### src/rtl/wb_regfile_sb.sv
`default_nettype none
// ============================================================================
//  Module   : wb_regfile_sb
//  Brief    : Writeback-side 32x32 register file with a per-register
//             pending-write scoreboard. Optional macro WB_REGFILE_BYPASS_EN
//             adds write-through bypass on the read ports.
//  Revision : 1.0 - initial release
// ============================================================================
module wb_regfile_sb #(
   parameter int NREGS        = 32,
   parameter int MAX_INFLIGHT = 3
) (
   input  logic        CLK,
   input  logic        RST,
   input  logic        wb_advance,
   input  logic        wb_regWEN,
   input  logic [4:0]  wb_write_reg,
   input  logic [31:0] wb_write_data,
   input  logic        iss_valid,
   input  logic        iss_regWEN,
   input  logic [4:0]  iss_write_reg,
   input  logic        flush,
   input  logic [4:0]  rsel1,
   input  logic [4:0]  rsel2,
   output logic [31:0] rdat1,
   output logic [31:0] rdat2,
   output logic        busy1,
   output logic        busy2,
   output logic        sb_err
);

   localparam int c_CNTW = $clog2(MAX_INFLIGHT + 1);
   localparam logic [c_CNTW-1:0] c_MAX = c_CNTW'(MAX_INFLIGHT);

   logic [31:0]       w_regs [NREGS];
   logic [c_CNTW-1:0] w_cnt  [NREGS];
   logic [NREGS-1:0]  w_err_vec;
   logic              r_sb_err;

   for (genvar r = 0; r < NREGS; r++) begin : g_reg
      if (r == 0) begin : g_zero
         assign w_regs[r]    = '0;
         assign w_cnt[r]     = '0;
         assign w_err_vec[r] = 1'b0;
      end else begin : g_live
         localparam logic [4:0] c_IDX = 5'(r);
         logic [31:0]       r_data;
         logic [c_CNTW-1:0] r_cnt;
         logic              w_inc;
         logic              w_dec;

         assign w_inc = iss_valid & iss_regWEN & (iss_write_reg == c_IDX);
         // dec doubles as the commit strobe since this register is never r0
         assign w_dec = wb_advance & wb_regWEN & (wb_write_reg == c_IDX);

         always_ff @(posedge CLK or posedge RST) begin
            if (RST) begin
               r_data <= '0;
            end else if (w_dec) begin
               r_data <= wb_write_data;
            end
         end

         always_ff @(posedge CLK or posedge RST) begin
            if (RST) begin
               r_cnt <= '0;
            end else if (flush) begin
               r_cnt <= '0;
            end else if (w_inc && !w_dec && (r_cnt != c_MAX)) begin
               r_cnt <= r_cnt + 1'b1;
            end else if (w_dec && !w_inc && (r_cnt != '0)) begin
               r_cnt <= r_cnt - 1'b1;
            end
         end

         assign w_regs[r]    = r_data;
         assign w_cnt[r]     = r_cnt;
         assign w_err_vec[r] = ~flush & (
                                  (w_inc & ~w_dec & (r_cnt == c_MAX)) |
                                  (w_dec & ~w_inc & (r_cnt == '0)));
      end
   end

   always_ff @(posedge CLK or posedge RST) begin
      if (RST) begin
         r_sb_err <= 1'b0;
      end else if (|w_err_vec) begin
         r_sb_err <= 1'b1;
      end
   end

   assign sb_err = r_sb_err;

`ifdef WB_REGFILE_BYPASS_EN
   localparam logic [c_CNTW-1:0] c_ONE = c_CNTW'(1);

   logic w_commit;
   logic w_iss_same;
   logic w_byp1;
   logic w_byp2;

   assign w_commit   = wb_advance & wb_regWEN & (wb_write_reg != 5'd0);
   assign w_iss_same = iss_valid & iss_regWEN & (iss_write_reg == wb_write_reg);
   assign w_byp1     = w_commit & (rsel1 == wb_write_reg);
   assign w_byp2     = w_commit & (rsel2 == wb_write_reg);

   assign rdat1 = w_byp1 ? wb_write_data : w_regs[rsel1];
   assign rdat2 = w_byp2 ? wb_write_data : w_regs[rsel2];
   // Hide busy only when this retirement drains the last pending write
   assign busy1 = (w_cnt[rsel1] != '0) & ~(w_byp1 & ~w_iss_same & (w_cnt[rsel1] == c_ONE));
   assign busy2 = (w_cnt[rsel2] != '0) & ~(w_byp2 & ~w_iss_same & (w_cnt[rsel2] == c_ONE));
`else
   assign rdat1 = w_regs[rsel1];
   assign rdat2 = w_regs[rsel2];
   assign busy1 = (w_cnt[rsel1] != '0);
   assign busy2 = (w_cnt[rsel2] != '0);
`endif

endmodule
`default_nettype wire

### config.mk
export PLATFORM = sky130hd
export DESIGN_NAME = wb_regfile_sb
export DESIGN_NICKNAME = d
export VERILOG_FILES = /design/src/rtl/wb_regfile_sb.sv
export SDC_FILE = /design/constraint.sdc
export NUM_CORES = 2
export LEC_CHECK = 0
export BUFFER_PORTS_ARGS = -buffer_cell sky130_fd_sc_hd__clkbuf_2
export CORE_MARGIN = 1.5
export CORE_UTILIZATION = 39
export CTS_BUF_LIST = sky130_fd_sc_hd__clkbuf_2 sky130_fd_sc_hd__clkbuf_4 sky130_fd_sc_hd__clkbuf_8
export DETAILED_ROUTE_END_ITERATION = 8
export PLACE_DENSITY_LB_ADDON = 0.1
export SETUP_SLACK_MARGIN = 0.5
export SLEW_MARGIN = 20
export SYNTH_ARGS = -nofsm -noshare
export SYNTH_HDL_FRONTEND = slang
export SYNTH_SLANG_ARGS = --single-unit
### constraint.sdc
create_clock -name CLK -period 85.3 [get_ports CLK]
set_input_delay 8.53 -clock CLK [delete_from_list [all_inputs] [get_ports CLK]]
set_output_delay 8.53 -clock CLK [all_outputs]
set_load 0.05 [all_outputs]
Word-level counts from Yosys, hierarchy flattened

Cells that the tools add are included.

Register bits after elaboration: 1055
Logic and storage cells: 953

Add/subtract/negate cells: 62
Order comparisons: 2
Eq/ne operators: 124
Multiplexer cells: 105
Bitwise operators: 315
Reduce and logical (&&, ||, !) cells: 282

Operators with widths:

| operator              | count |
|---|---|
| $bmux W32 S5          | 2 |
| $and A1 B1 Y1         | 219 |
| $mux W2               | 97 |
| $eq A5 B5 Y1 const B  | 32 |
| $mux W32              | 4 |
| $logic_and A1 B1 Y1   | 124 |
| $reduce_bool A3 Y1    | 31 |
| $eq A5 B4 Y1 const B  | 16 |
| $reduce_bool A2 Y1    | 33 |
| $not A1 Y1            | 63 |
| $add A2 B1 Y2 const B | 31 |
| $eq A2 B2 Y1 const B  | 31 |
| $logic_not A1 Y1      | 62 |
| $logic_not A2 Y1      | 31 |
| $ne A2 B2 Y1 const B  | 31 |
| $sub A2 B1 Y2 const B | 31 |
| $eq A5 B3 Y1 const B  | 8 |
| $or A1 B1 Y1          | 31 |
| $reduce_or A31 Y1     | 1 |
| $bmux W2 S5           | 2 |
| $eq A5 B2 Y1 const B  | 4 |
| $ge A6 B6 Y1 const B  | 2 |
| $not A5 Y6            | 2 |
| $eq A5 B1 Y1 const B  | 2 |

Logic depth before layout (Yosys ltp)

Word-level depth: 8
Gate-level depth with buffers: 10
Depth with buffers taken out: 7

Least setup slack after synthesis

OpenSTA, ideal clock, no wires.

Path kind: input-to-output
From: input port rsel2[0]
To: output port busy2
Arrival time: 10.893 ns
Setup slack: 65.877 ns
Cell stages on the path: 8
Buffers on the path: 4
Cell sequence: buf_2 -> buf_6 -> buf_2 -> buf_2 -> mux4_2 -> a211oi_1 -> a211oi_1 -> a21oi_1

Word-level cells in the longest chain between the ends: 5

Ends and longest elaborated chain:

| what                                        | RTL line | source |
|---|---|---|
| start, declared                             | 24       | `input logic [4:0] rsel2,` |
| $not A5 Y6 (implied by the code)            | 116      | `assign busy2 = (w_cnt[rsel2] != '0);` |
| $bmux W2 S5                                 | 116      |  |
| $mux W2 (implied by the code) (2 in series) | 116      |  |
| $reduce_bool A2 Y1                          | 116      |  |
| end, declared                               | 28       | `output logic busy2,` |

No other way between the ends. The select of a mux whose other input is x is not followed.

Worst setup path after layout

From: input port rsel1[0]
To: output port rdat1[18]

Word-level cells in the longest chain between the ends: 4

Ends and longest elaborated chain:

| what                                         | RTL line | source |
|---|---|---|
| start, declared                              | 23       | `input logic [4:0] rsel1,` |
| $not A5 Y6 (implied by the code)             | 113      | `assign rdat1 = w_regs[rsel1];` |
| $bmux W32 S5                                 | 113      |  |
| $mux W32 (implied by the code) (2 in series) | 113      |  |
| end, declared                                | 25       | `output logic [31:0] rdat1,` |

No other way between the ends. The select of a mux whose other input is x is not followed.

==> results.sh <==
export IMPL_gp_congestion=0.7966
export IMPL_status="completed"
export IMPL_grt_max_degree=146
export IMPL_crit_family="buffers and inverters"
export IMPL_grt_ovfl_total=0
export IMPL_reg2reg_slack_ns=83.19
export IMPL_die_area_mm2=0.1506
export IMPL_max_stage_delay_ns=0.80
export IMPL_grt_pass1_vias=40190
export IMPL_clock_sinks=1055
export IMPL_cts_buffer_depth=3
export IMPL_worstHoldStart="g_reg[9].g_live.r_data[21]"
export IMPL_io_pins=126
export IMPL_rsz0062_at_grt="no"
export IMPL_tightest_slew_ns=1.205
export IMPL_hp_class="flop to flop"
export IMPL_setup_violations=0
export IMPL_cts_hold_buf=0
export IMPL_powerDensity_mw_per_mm2=21.20
export IMPL_maxSlewHeadroom=0.1966
export IMPL_routed_wl_um=198600
export IMPL_cts_setup_buffers=0
export IMPL_fin_crit_ns=21.60
export IMPL_die_w_um=388.0
export IMPL_grt_pass1_wl_um=291400
export IMPL_path_class="primary input to output port"
export IMPL_hpwl_um=102600
export IMPL_worstPathRequired_ns=76.77
export IMPL_cap_violations=0
export IMPL_initial_utilization=0.3920
export IMPL_crit_top_cell="buf_4"
export IMPL_synth_main_ff_cell="dfrtp_1"
export IMPL_root_buffer="clkbuf_8"
export IMPL_peakVddDrop_mv=0.01260
export IMPL_holdPathEnd="g_reg[9].g_live.r_data[21]"
export IMPL_ant_nets=0
export IMPL_synth_area_mm2=0.05781
export IMPL_fin_nets=4508
export IMPL_report_final_hold_viol_count=0
export IMPL_cts_resized=0
export IMPL_final_util=0.4353
export IMPL_port_buffers=125
export IMPL_setup_worst_path_end_class="output port"
export IMPL_r2r_end="sb_err"
export IMPL_post_route_period_util=0.2532
export IMPL_start_kind="primary input"
export IMPL_antenna_found_initial=5
export IMPL_synth_edf_count=0
export IMPL_max_freq_mhz=46.30
export IMPL_core_mm2=0.1475
export IMPL_slowest_stage="buf_4"
export IMPL_hold_depth=2
export IMPL_vias=39140
export IMPL_drt_pass1_iterations=7
export IMPL_synth_nets=4537
export IMPL_insertion_delay_ns=0.92
export IMPL_skew_ns=0.009329
export IMPL_drive_gt1_frac=0.4320
export IMPL_clk_pin_slew_ns=0.06
export IMPL_cts_made_buffers=189
export IMPL_synth_cell_types=55
export IMPL_ys_ff_latch=1055
export IMPL_finalSetupTns_ns=0
export IMPL_syn_area_per_cell_um2=12.91
export IMPL_syn_to_final_growth_pct=11.05
export IMPL_rows=141
export IMPL_avgViaCountPerCell=5.996
export IMPL_track_usage=0.2662
export IMPL_crit_arrival_ns=13.07
export IMPL_cts_htree_levels=4
export IMPL_synth_async_reset_ratio=1.000
export IMPL_yosys_warnings=0
export IMPL_cts_tree="yes"
export IMPL_syn_inst=4478
export IMPL_drc=0
export IMPL_p_leak_uw=0.02922
export IMPL_crit_chain="buf_8, buf_4, buf_4, buf_4, mux4_2, mux4_2, mux2_2, clkbuf_2"
export IMPL_die_h_um=388.0
export IMPL_worstReg2RegStart="g_reg[26].g_live.r_cnt[0]"
export IMPL_reg2reg_depth=5
export IMPL_wl_per_cell_um=30.43
export IMPL_path_max_fanout=62
export IMPL_drt_initial_drc_count=3194
export IMPL_critPathLaunch="rsel1[0]"
export IMPL_synth_seq_area_share=0.4567
export IMPL_cp_buffers_inverters=5
export IMPL_slew_violations=0
## tightest hold or removal path, cell delays in order (launching register included)
cell and delay (ns):
dfrtp_1 0.35, nand2_1 0.05, nand2_1 0.05
## state kept, by name, summed over array words and instances (netlist names)
name,count
sb_err,1
g.g_live.r_data,992
g.g_live.r_cnt,62
## cell type report
cell class | instances | area, µm²
inverters | 9 | 41.29
diodes | 1 | 2.502
clock buffers | 307 | 3787
well taps | 1930 | 2415
repair buffers | 202 | 1344
flip-flops and latches | 1055 | 26400
clock inverters | 32 | 232.7
fillers | 13590 | 83290
multi-input cells | 2992 | 29980
## placed cells by master, fill, tap and decap left out, types with 8 or more instances in the layout
master,n
a31oi_1,17
clkinv_2,19
nand4_1,14
nand2_1,1024
nor3_1,24
o21ai_0,43
mux2_2,800
a21oi_1,91
and3_1,9
clkbuf_8,237
a21o_1,11
nor2_1,101
nand3b_1,9
buf_4,74
nand3_1,15
nor2b_1,11
inv_1,8
clkbuf_2,115
nor4_1,19
a22o_1,64
dfrtp_1,1055
clkbuf_4,70
mux4_2,590
nand3_4,18
nand2b_1,19
a211oi_1,14
## metal layers
layer / vias to the layer above / share of wire / routed length [µm] / global-route usage
met1: 21180 / 0.44 / 87240 / 0.3659
met4: 2 / 0.028 / 5641 / 0.07736
li1: 16490 / - / - / -
met5: - / 0.000065 / 13 / 0
met3: 304 / 0.047 / 9376 / 0.04086
met2: 1163 / 0.49 / 96350 / 0.4371
## power breakdown
part | leakage, µW | switching [µW] | internal (µW)
Combinational | 0.0130 | 116 | 126
Sequential | 0.0141 | 44.8 | 563
Clock | 0.00215 | 227 | 283
Total | 0.0292 | 388 | 973
## synthesized netlist by cell type, types with 6 or more instances
cell type | number | area (µm²)
o21ai_0 | 43 | 215.2
or3_1 | 9 | 56.30
a211oi_1 | 14 | 105.1
clkbuf_1 | 276 | 1036
a22o_1 | 64 | 560.5
nand2_1 | 1028 | 3859
buf_1 | 68 | 255.2
and3_1 | 9 | 56.30
a21oi_1 | 91 | 455.4
or2_2 | 7 | 43.79
and2_1 | 7 | 43.79
nor3_2 | 6 | 60.06
nor2_1 | 103 | 386.6
mux4_2 | 590 | 13290
o211ai_1 | 7 | 52.55
nand2b_1 | 19 | 118.9
nor4_1 | 19 | 118.9
a31oi_1 | 17 | 106.4
nand4_1 | 14 | 87.58
nor2b_1 | 14 | 87.58
inv_1 | 9 | 33.78
mux2_2 | 800 | 9009
buf_2 | 56 | 280.3
nand3_1 | 30 | 150.1
nand3b_1 | 9 | 67.56
buf_4 | 18 | 135.1
dfrtp_1 | 1055 | 26400
nor3_1 | 29 | 145.1
o21a_1 | 6 | 45.04
a21o_1 | 11 | 82.58
## stage by stage
stage               area (µm²)  setup slack, ns  instances  total power, µW  hold WS (ns)
global route             64200            63.29       6528             1421        0.5077
detailed placement       60150            63.49       6187            860.5        0.4731
CTS                      64170            63.50       6526             1375        0.4868
finish                   64200            63.70       6528             1361        0.4817
floorplan                57810            47.07       4478            796.5        0.4501
global placement         60150            63.50       6187            855.2        0.4630
## worst max-delay path by stage
stage                                end  slack [ns]  depth (start not counted)
6_report                       rdat1[18]       63.70                          8
5_1_grt                        rdat1[18]       63.29                          8
2_1_floorplan  g_reg[10].g_live.r_cnt[0]       47.07                          1
3_5_place_dp                   rdat1[18]       63.49                          8
4_1_cts                        rdat1[18]       63.50                          8
3_3_place_gp                   rdat1[18]       63.50                          8
## logic make-up (layout without fill, tap and decap cells)
family,after synthesis,after routing,synth area share
multiplexers,1390,1390,0.3857
other,0,1,0
AO/OA/AOI/OAI,278,278,0.03171
AND/OR/NAND/NOR,1324,1324,0.09508
buffers and inverters,431,550,0.03088
flip-flops,1055,1055,0.4567
No activity file was read; power rests on OpenSTA's default activity.
